File: config.mk
export PLATFORM = sky130hd
export DESIGN_NAME = reg_bank
export DESIGN_NICKNAME = d
export VERILOG_FILES = /design/src/rtl/reg_bank.sv
export SDC_FILE = /design/constraint.sdc
export NUM_CORES = 1
export LEC_CHECK = 0
export BUFFER_PORTS_ARGS = -buffer_cell sky130_fd_sc_hd__buf_4
export CORE_ASPECT_RATIO = 1.1
export CORE_MARGIN = 4
export CORE_UTILIZATION = 55
export CTS_CLUSTER_SIZE = 14
export DETAILED_ROUTE_END_ITERATION = 6
export GPL_TIMING_DRIVEN = 0
export HOLD_SLACK_MARGIN = 0.15
export PLACE_DENSITY = 0.79
export SYNTH_ARGS = -nofsm -noshare
export SYNTH_HDL_FRONTEND = slang
export SYNTH_SLANG_ARGS = --single-unit
File: constraint.sdc
create_clock -name clk -period 4 [get_ports clk]
set_clock_uncertainty 0.05 [all_clocks]
set_input_delay 0.8 -clock clk [delete_from_list [all_inputs] [get_ports clk]]
set_output_delay 0.8 -clock clk [all_outputs]
set_load 0.1 [all_outputs]
File: src/rtl/reg_bank.sv
// Four-entry register bank with a LOAD/INC/DEC/CLEAR engine behind a valid/ready handshake.
// Build option: define REG_BANK_SAT_EN to make INC/DEC saturate instead of wrapping.
module reg_bank #(
  parameter int unsigned      WIDTH     = 8,
  parameter logic [WIDTH-1:0] RESET_VAL = '0
) (
  input  logic             clk,
  input  logic             rst_n,
  input  logic             op_valid,
  output logic             op_ready,
  input  logic [1:0]       op_code,
  input  logic [1:0]       op_dst,
  input  logic [WIDTH-1:0] op_data,
  output logic [WIDTH-1:0] reg_a,
  output logic [WIDTH-1:0] reg_b,
  output logic [WIDTH-1:0] reg_c,
  output logic [WIDTH-1:0] reg_d,
  output logic             commit_valid,
  output logic             flag_zero,
  output logic             flag_carry
);

  typedef enum logic [1:0] {
    IDLE   = 2'd0,
    EXEC   = 2'd1,
    COMMIT = 2'd2
  } state_t;

  localparam logic [1:0]     OP_LOAD  = 2'b00;
  localparam logic [1:0]     OP_INC   = 2'b01;
  localparam logic [1:0]     OP_DEC   = 2'b10;
  localparam logic [WIDTH:0] ONE_EXT  = {{WIDTH{1'b0}}, 1'b1};

  state_t           state, state_nx;
  logic             init_done;
  logic [WIDTH-1:0] regs [4];

  logic [1:0]       code_p0;
  logic [1:0]       dst_p0;
  logic [WIDTH-1:0] data_p0;
  logic [WIDTH:0]   res_p1;

  // Result is {carry, value}; carry doubles as the saturation indicator when saturating.
  function automatic logic [WIDTH:0] op_result(input logic [1:0]       code,
                                               input logic [WIDTH-1:0] cur,
                                               input logic [WIDTH-1:0] data);
    logic [WIDTH:0] ext;
    ext = {1'b0, cur};
    case (code)
      OP_LOAD: op_result = {1'b0, data};
`ifdef REG_BANK_SAT_EN
      OP_INC:  op_result = (&cur) ? {1'b1, cur} : ext + ONE_EXT;
      OP_DEC:  op_result = (~|cur) ? {1'b1, cur} : ext - ONE_EXT;
`else
      OP_INC:  op_result = ext + ONE_EXT;
      OP_DEC:  op_result = ext - ONE_EXT;
`endif
      default: op_result = '0;
    endcase
  endfunction

  // op_ready stays low until the first clock edge after reset is released.
  assign op_ready = init_done && (state == IDLE);

  always_ff @(posedge clk or negedge rst_n) begin
    if (!rst_n) begin
      state     <= IDLE;
      init_done <= 1'b0;
    end else begin
      state     <= state_nx;
      init_done <= 1'b1;
    end
  end

  always_comb begin
    state_nx = state;
    case (state)
      IDLE:    if (op_valid && op_ready) state_nx = EXEC;
      EXEC:    state_nx = COMMIT;
      COMMIT:  state_nx = IDLE;
      default: state_nx = IDLE;
    endcase
  end

  // Stage p0: operation fields captured at the accept edge
  always_ff @(posedge clk) begin
    if ((state == IDLE) && op_valid && op_ready) begin
      code_p0 <= op_code;
      dst_p0  <= op_dst;
      data_p0 <= op_data;
    end
  end

  // Stage p1: result computed against the current destination contents
  always_ff @(posedge clk) begin
    if (state == EXEC) begin
      res_p1 <= op_result(code_p0, regs[dst_p0], data_p0);
    end
  end

  // Commit: write destination, flags and the one-cycle commit pulse
  always_ff @(posedge clk or negedge rst_n) begin
    if (!rst_n) begin
      for (int i = 0; i < 4; i++) regs[i] <= RESET_VAL;
      commit_valid <= 1'b0;
      flag_zero    <= 1'b0;
      flag_carry   <= 1'b0;
    end else begin
      commit_valid <= (state == COMMIT);
      if (state == COMMIT) begin
        regs[dst_p0] <= res_p1[WIDTH-1:0];
        flag_zero    <= ~|res_p1[WIDTH-1:0];
        flag_carry   <= res_p1[WIDTH];
      end
    end
  end

  assign reg_a = regs[0];
  assign reg_b = regs[1];
  assign reg_c = regs[2];
  assign reg_d = regs[3];

endmodule

==> qor.yml <==
ys_seq_area_share_pct: 57.9
synth_edf_count: 21
p_switching_w: 0.00126
synth_top_area_share_pct: 34.8
cts_setup_buffers: 0
drc: 0
synth_top_area_cell: "dfrtp_1"
fillCellCount: 331
dr.first_iter.drc_count: 122
post-place-ws_ps: 887
drt-total-wl_microns: 5510
min_period_over_period_pct: 78.4
grt.total_usage_pct: 19.9
tightest_slew_ps: 787
layout_commonest_cell: "buf_4"
postCtsHoldBufs: 0
syn_avg_cell_area_sq_um: 15.1
power_frac_clock_pct: 21.1
rsz0062_at_grt: "false"
gp_congestion: 0.802
hpwl_microns: 3850
crit_path_start: "dst_p0[0]"
vias: 1735
numClockSinks: 59
multiInputGateArea_sq_um: 1120
ir_worst_vdd_mv: 0.581
worstPathRequired_ps: 4100
path_max_fanout: 10
die_h_microns: 81.9
cts_made_buffers: 9
via_per_inst: 5.73
first_global_vias: 1792
grt_pass1_wl_microns: 8760
maxSlewHeadroom_pct: 47.4
clock_path_buffers: 2
pwr-share-comb_pct: 47.4
drive_gt1_share_pct: 46.2
startpoint_type: "register"
n_antenna_cell: 0
ant_nets: 0
hold_path.class: "in -> async"
core_sq_um: 4720
grt_start_max_net_pins: 39
syn-cell-area_sq_um: 2730
cts_root_buf: "clkbuf_8"
synthTopCellsByArea: "dfrtp_1 (35%), edfxtp_1 (23%), mux2_2 (14%), mux4_2 (6.6%), ha_1 (4.6%)"
p_int_w: 0.00140
worst-setup-path-type: "reg -> reg"
syn_inst: 181
hold_violations: 0
post-route-util_pct: 71.9
synth-main-ff-cell: "dfrtp_1"
ctsResizeCount: 0
tns_ps: 0
mostFrequentLayoutCells: "buf_4 (50), dfrtp_1 (38), mux2_2 (34)"
slew_viol_final: 0
overflow: 0
power_frac_seq_pct: 31.5
clkTransAtPathRegs_ps: 70
p_leak_nw: 1.50
htree_levels: 3
ys_warn_count: 0
cts_tree: "done"
r2r-start: "dst_p0[0]"
fp-row-count: 26
fmax_mhz: 319
fin_nets: 268
insertion_delay_ps: 330
drtPass1Iterations: 4
ys_ff_latch: 59
antenna_found_initial: 0
setup_slack_ps: 865
start_util_pct: 57.9
worstPathArrival_ps: 3240
die_w_microns: 75.2
synthArstFlopShare_pct: 64.4
endpoint_kind: "register"
regArea_sq_um: 1580
status: "finished, final reports clean"
finalCriticalPeriod_ps: 3130
port_buffers: 50
die_area_sq_um: 6160
synth_nets: 207
cellPowerDensity_nw_per_um2: 785
sw_frac_of_total_pct: 47.2
finalSetupViolCount: 0
avgRoutedWirePerCell_microns: 18.2
areaGrowthSynthToFinish_pct: 24.2
drv_cap: 0
ys_types: 37
num_io_pins: 51
[routing by layer]
metal	global-route usage (%)	vias up	part of all wire, %
met5	0	-	0
met3	4.41	10	5.3
met1	24.4	872	40
met2	32.8	53	53
li1	-	800	-
met4	10.1	0	1.5
[cell usage after synthesis (3+ instances only)]
cell type,count
nor2b_1,5
nand2b_1,3
nand2_1,6
ha_1,10
inv_1,4
a22oi_1,3
dfrtp_1,38
a21oi_1,6
nor2_1,3
mux4_2,8
mux2_2,34
a22o_1,3
edfxtp_1,21
a21o_1,3
nand3_1,3
xor2_1,4
[power groups by stage]
stage	clock network, W	registers, W	logic [W]
4_1_cts	0.000574	0.000837	0.00127
2_1_floorplan	0	0.00154	0.000298
3_5_place_dp	0	0.000846	0.00127
3_3_place_gp	0	0.000843	0.00125
5_1_grt	0.000605	0.000851	0.00131
6_report	0.000562	0.000838	0.00126
[per-stage QoR]
step / power (W) / hold WS (ps) / cell area, sq um / cells
2_1_floorplan: 0.00184 / 390 / 2730 / 181
3_3_place_gp: 0.00210 / 406 / 3180 / 287
3_5_place_dp: 0.00211 / 419 / 3180 / 287
4_1_cts: 0.00268 / 376 / 3390 / 303
5_1_grt: 0.00277 / 395 / 3390 / 303
6_report: 0.00266 / 371 / 3390 / 303
[sequential cells by signal (all words and copies together), names as in the netlist]
register      cells
res_p1            9
dst_p0            2
reg_a             8
reg_d             8
code_p0           2
commit_valid      1
flag_carry        1
flag_zero         1
state             2
reg_b             8
data_p0           8
init_done         1
reg_c             8
[cell families after synthesis]
logic type	share of synthesized area (%)
flip-flops	57.9
other	0.137
multiplexers	21.0
AO/OA/AOI/OAI	6.37
buffers and inverters	1.19
XOR/XNOR	1.60
adder cells (fa/ha/maj)	5.32
AND/OR/NAND/NOR	6.46
[area by class of cell]
class | count | area share, %
Buffer | 4 | 0.516
Clock buffer | 14 | 6.05
Clock inverter | 2 | 0.332
Inverter | 4 | 0.443
Multi-Input combinational cell | 114 | 32.9
Sequential cell | 59 | 46.6
Tap cell | 56 | 2.07
Timing Repair Buffer | 50 | 11.1
[worst max-delay path, stage by stage, from the launching register on]
cell	delay [ps]
edfxtp_1	420
buf_2	330
mux4_2	610
fa_1	450
a21o_1	200
a21o_1	200
a21oi_1	240
mux2_2	360
o211ai_1	100
[final timing paths]
path | cells past startpoint | slack (ps) | end
min | 1 | 370 | reg_b[6]
max in group asynchronous | 1 | 3190 | state[1]
max reg2reg | 8 | 870 | res_p1[6]
min reg2reg | 1 | 440 | flag_carry
max | 8 | 870 | res_p1[6]
min in group clk | 1 | 440 | flag_carry
Note: power is estimated with default switching activity, not from simulation.
